File: src/rtl/encoder_16_to_4_seq.sv
// Sequential 16-to-4 priority encoder. Rising edges on D become pending requests,
// and the highest pending index is presented on Y with a VALID/ACK handshake.
module encoder_16_to_4_seq (
  input  logic        clk,
  input  logic        rst,
  input  logic [15:0] D,
  input  logic        EN,
  input  logic        CLR,
  input  logic        ACK,
  output logic [3:0]  Y,
  output logic        VALID,
  output logic [15:0] PEND,
  output logic        ERR
);

  typedef enum logic {IDLE, HOLD} state_t;

  state_t      state_q, state_d;
  logic [3:0]  y_q, y_d;
  logic [15:0] pend_q, pend_d;
  logic        err_q, err_d;
  logic [15:0] dq_q;

  logic [15:0] rise;
  logic [15:0] merged;
  logic [15:0] cand;
  logic [3:0]  topIdx;
  logic        issue;

  always_ff @(posedge clk) begin
    if (rst) begin
      state_q <= IDLE;
      y_q     <= '0;
      pend_q  <= '0;
      err_q   <= '0;
      dq_q    <= '0;
    end else begin
      state_q <= state_d;
      y_q     <= y_d;
      pend_q  <= pend_d;
      err_q   <= err_d;
      dq_q    <= D;
    end
  end

  // A rise on the code still being presented (and not taken this edge) folds into it.
  always_comb begin
    rise   = D & ~dq_q;
    merged = '0;
    if (state_q == HOLD && !ACK) merged = 16'(1) << y_q;
    cand   = CLR ? '0 : (pend_q | (rise & ~merged));
    topIdx = '0;
    for (int i = 0; i < 16; i++) begin
      if (cand[i]) topIdx = 4'(i);
    end
    issue = EN && (|cand) && (state_q == IDLE || ACK);
  end

  always_comb begin
    state_d = state_q;
    y_d     = y_q;
    pend_d  = cand;
    err_d   = CLR ? 1'b0 : (err_q | (|(rise & pend_q)) | (|(rise & merged)));
    case (state_q)
      IDLE: begin
        if (issue) begin
          state_d = HOLD;
          y_d     = topIdx;
          pend_d  = cand & ~(16'(1) << topIdx);
        end
      end
      HOLD: begin
        if (ACK) begin
          if (issue) begin
            y_d    = topIdx;
            pend_d = cand & ~(16'(1) << topIdx);
          end else begin
            state_d = IDLE;
          end
        end
      end
      default: state_d = IDLE;
    endcase
  end

  assign Y     = y_q;
  assign VALID = (state_q == HOLD);
  assign PEND  = pend_q;
  assign ERR   = err_q;

endmodule

File: config.mk
export PLATFORM = sky130hd
export DESIGN_NAME = encoder_16_to_4_seq
export DESIGN_NICKNAME = d
export VERILOG_FILES = /design/src/rtl/encoder_16_to_4_seq.sv
export SDC_FILE = /design/constraint.sdc
export NUM_CORES = 1
export LEC_CHECK = 0
export CORE_ASPECT_RATIO = 1.25
export CORE_MARGIN = 10
export CORE_UTILIZATION = 35
export CTS_BUF_LIST = sky130_fd_sc_hd__clkbuf_4
export DETAILED_ROUTE_END_ITERATION = 7
export PLACE_DENSITY_LB_ADDON = 0.15
export SYNTH_ARGS = -nofsm -noshare
export SYNTH_HDL_FRONTEND = slang
export SYNTH_SLANG_ARGS = --single-unit
File: constraint.sdc
create_clock -name clk -period 2.7 [get_ports clk]
set_input_delay 0.81 -clock clk [delete_from_list [all_inputs] [get_ports clk]]
set_output_delay 0.81 -clock clk [all_outputs]
set_load 0.02 [all_outputs]
Word level (Yosys, flattened, before mapping):

Index checks and enable logic that the tools add are counted.

* flip-flop bits (word level): 38
* output and inout bits: 22

* equality and inequality tests: 1
* shifts and indexed selects: 2
* multiplexer cells: 26
* bitwise operators: 12
* reduce and logical (&&, ||, !) cells: 9

Operator list (number)
* $and 16x16->16: 5
* $mux 16: 4
* $mux 4: 16
* $not 16->16: 3
* $reduce_or 16->1: 3
* $pmux 16 s2: 1
* $shl 1x4->16 const A: 2
* $or 16x16->16: 1
* $pmux 4 s2: 1
* $logic_and 1x1->1: 3
* $mux 1: 3
* $ne 2x2->1 const B: 1
* $or 1x1->1: 2
* $pmux 1 s2: 1
* $reduce_or 2->1: 1
* $logic_not 1->1: 1
* $logic_or 1x1->1: 1
* $not 1->1: 1

Longest topological paths before layout:

* depth in word-level cells: 28
* depth in mapped cells: 9
* depth with buffers taken out: 7

Least setup slack after synthesis:

No wires, ideal clock.

* path type: input to register
* from: in ACK
* to: reg pend_q[6] (netlist: PEND[6])
* setup time: 138 ps
* arrival: 2559 ps
* data required time: 2562 ps
* setup slack: 3 ps
* cell stages on the path: 7
* buffers on the path: 0
* cell sequence: or4b_4 > o21ai_1 > a21oi_1 > o311a_1 > o41ai_4 > nor2b_1 > a311oi_1

* cells in the longest elaborated chain, start to end: 28

Ends and longest elaborated chain
* start: declaration: line 9 `input logic ACK,`
* $logic_not 1->1: line 50 `if (state_q == HOLD && !ACK) merged = 16'(1) << y_q;`
* $logic_and 1x1->1: line 50
* $mux 16: line 50
* $not 16->16: line 51 `cand = CLR ? '0 : (pend_q | (rise & ~merged));`
* $and 16x16->16: line 51
* $or 16x16->16: line 51
* $mux 16: line 51
* $mux 1: line 54 `if (cand[i]) topIdx = 4'(i);`
* $mux 4 (14 in series): line 54
* $shl 1x4->16: line 69, 76
* $not 16->16: line 69, 76
* $and 16x16->16: line 69, 76
* $mux 16: line 66, 74
* $mux 16: line 73 `if (ACK) begin`
* $pmux 16 s2 (*): line 64 `case (state_q)`
* end signal: assignment: line 40 `pend_q <= pend_d;`
* end: declaration: line 20 `logic [15:0] pend_q, pend_d;`

Mark *: on every way between the ends. The rest lies on a longest branch, timed or not.
A chain may end at the register's enable or synchronous reset.

Final worst setup path:

* from: in ACK
* to: reg pend_q[3] (netlist: PEND[3])

Same word-level chain as after synthesis.

==> metrics.txt <==
status finished, final reports clean; reg2reg start VALID; Yosys top cell area share 0.3579; Main synth FF type dfxtp_1; initial core utilization 0.3630; first-pass GRT wire length 12620 um; crit path launch type input pin; setup_tns 0 ns; Die Wd 89.71 um; Sink Count 38; HP Class register to register; dpl ws -0.7420 ns; Congestion Overflow GR 0; CP endpoint kind register; RSZ-0062 raised after global routing true; hold path depth 2; post-synth top area cell dfxtp_1; switching part of the total 0.3071; worst hold slack 0.5617 ns; number of synthesized register bits 38; FP Rows 31; endpoints failing hold 0; post-synthesis sequential area ratio 0.3579; die footprint 9611 um2; Synth async-reset ratio 0; Yosys cell types 59; Clock Skew 0.005892 ns; Syn Std Cell Area 2126 um2; CP top delay family compound AO/OA/AOI/OAI gates; ANT nets after route 0; syn_nets 265; count of max-cap constraint violations 0; drt via density 5.467; number of port buffers 42; count leader, synth dfxtp_1; share of cells above drive strength 1 0.3565; CP most frequent cell a221oi_2; Worst path slowest cell or4b_4; Setup-failing EPs final 0; Cell Area, Placed 3128 um2; critical path data required time 2.98 ns; sequential share of power 0.381; Period minus WS final 2.655 ns; first-pass iteration count of the detailed router 4; Final Slew Violations 0; crit-path cells buf_2, or4b_4, buf_4, o22ai_2, o211ai_1, a221oi_2, o31ai_2, and2_4, a221oi_2; Final Cell Area 3431 um2; ant diodes 0; setup slack after layout 0.04493 ns; vias in the first global route 2480; Ports 43; residual DRC count 0; Reg area 763.2 um2; fin nets 379; GRT Total Usage 0.1610; initial antenna violation count 0; Setup CP Type input pin to register; fmax 0.3766 GHz; PD cells 483.9 nW/um2; Post-synth EDFFs 0; largest stage delay on the critical path 0.57 ns; Hold EP PEND[3]; Die Y-Extent 107.1 um; Clock Path Buffers 2; Comb pwr share 0.322; Psw 0.0005097 W; fin cells 441; reg2reg path depth 8; Worst R2R Setup Slack 0.09 ns; hpwl dp 6199 um; H-tree depth 2; yosys warns 0; core region area 5857 um2; Mapped Avg Cell Area 8.712 um2; Final period util 0.9834; worst r2r dst PEND[3]; critical path depth 9; RD Place Congestion 0.9273; P&R area growth vs syn 61.39%; Post-Syn Instances 244; Root Buffer clkbuf_4; Lkg Pwr 1.339 nW; largest net degree at the start of global routing 23; CTS tree built; worst min-delay path startpoint PEND[3]; # fillers 538; top post-synthesis cells by count dfxtp_1, nor2b_1, nand2_1, nor2_1; Slew HR 0.6616; Max VDD drop 235.4 uV; area of the multi-input gates 1450 um2; post-DR wirelength/cell 18.05 um; worst-path maximum fanout 5; vias 2411; Iter 0 DRT Violations 191; Worst-Margin Slew 0.5059 ns; crit path DAT 2.94 ns; Clock power frac 0.298; Cells after DPL 428; CTS clk-pin slew, worst paths 0.11 ns; internal power 0.001150 W; CP Buf/Inv Count 2; ranking of synthesized cells by area dfxtp_1, nor2b_1, a211oi_1; CTS Buf Count 5; drt total wl 7958 um; latest clock arrival within the worst-skew pair 0.37 ns
flip-flops by register name, indices dropped and copies added (netlist names):
| register | count |
|---|---|
| ERR | 1 |
| PEND | 16 |
| VALID | 1 |
| Y | 4 |
| dq_q | 16 |
logic make-up (layout without fill, tap and decap cells):
logic type	count (synthesis)	after routing	share of synthesized area
mux	3	3	0.01471
flops	38	38	0.3579
buf+inv	20	135	0.03944
compound gates	77	77	0.2855
simple gates	106	106	0.3025
cell type report:
cell class,instances,area share
clock buffers,5,0.01094
clock inverters,3,0.01860
inverters,10,0.01094
multi-input cells,186,0.4227
flip-flops and latches,38,0.2225
well taps,82,0.02991
repair buffers,117,0.2845
worst max path at each step:
stage               start      end  slack (ns)
floorplan             ACK  PEND[6]       0.003
global placement      ACK  PEND[8]       -0.74
detailed placement    ACK  PEND[3]       -0.74
CTS                  D[4]  PEND[3]        0.04
global route          ACK  PEND[5]       -0.02
finish                ACK  PEND[3]        0.04
routing by layer:
layer | GRT usage | share of wire | vias up
met2 | 0.2833 | 0.49 | 80
li1 | - | - | 1164
met5 | 0 | 0 | -
met1 | 0.1764 | 0.41 | 1138
met4 | 0.08681 | 0.045 | 0
met3 | 0.03699 | 0.052 | 29
metrics by stage:
step	total power [W]	util
after detailed placement	0.001114	0.5341
after global placement	0.001116	0.5341
after floorplan	0.0008720	-
after global routing	0.001737	0.5858
final	0.001660	0.5858
after CTS	0.001633	0.5644
power groups by stage:
| stage | Combinational (W) | Sequential, W | Clock [W] |
|---|---|---|---|
| 2_1_floorplan | 0.000220 | 0.000652 | 0 |
| 3_3_place_gp | 0.000477 | 0.000639 | 0 |
| 3_5_place_dp | 0.000475 | 0.000639 | 0 |
| 4_1_cts | 0.000499 | 0.000628 | 0.000506 |
| 5_1_grt | 0.000574 | 0.000636 | 0.000527 |
| 6_report | 0.000534 | 0.000632 | 0.000494 |
cell usage in the layout (no fill, tap or decap), drive strengths merged, types with 3 or more instances in the layout:
master         instances
a211oi                10
a21oi                  9
a22oi                  8
a31oi                  3
buf                   76
clkbuf                 5
clkdlybuf4s50         39
dfxtp                 38
inv                   10
nand2                 17
nand2b                 6
nand3                  3
nand3b                 4
nor2                  14
nor2b                 29
nor3                   8
nor3b                  4
nor4                   3
o211ai                 3
o21ai                  5
o221ai                 7
o22ai                  5
or3b                   6
worst reg2reg max path, stage by stage, from the launching register on:
cell	delay, ns
dfxtp_1	0.54
or4b_4	0.54
buf_4	0.17
o22ai_2	0.16
o211ai_1	0.16
a221oi_2	0.38
o31ai_2	0.16
and2_4	0.20
a221oi_2	0.21
timing repair:
action                                 4_1_cts  5_1_grt
endpoints found under the hold margin        0        0
pin swaps                                    8        7
buffers inserted                             1        5
gates resized for setup                     22       24
setup endpoints to repair                   17       16
hold buffers                                 0        0
Power figures use the tool's default switching activity.
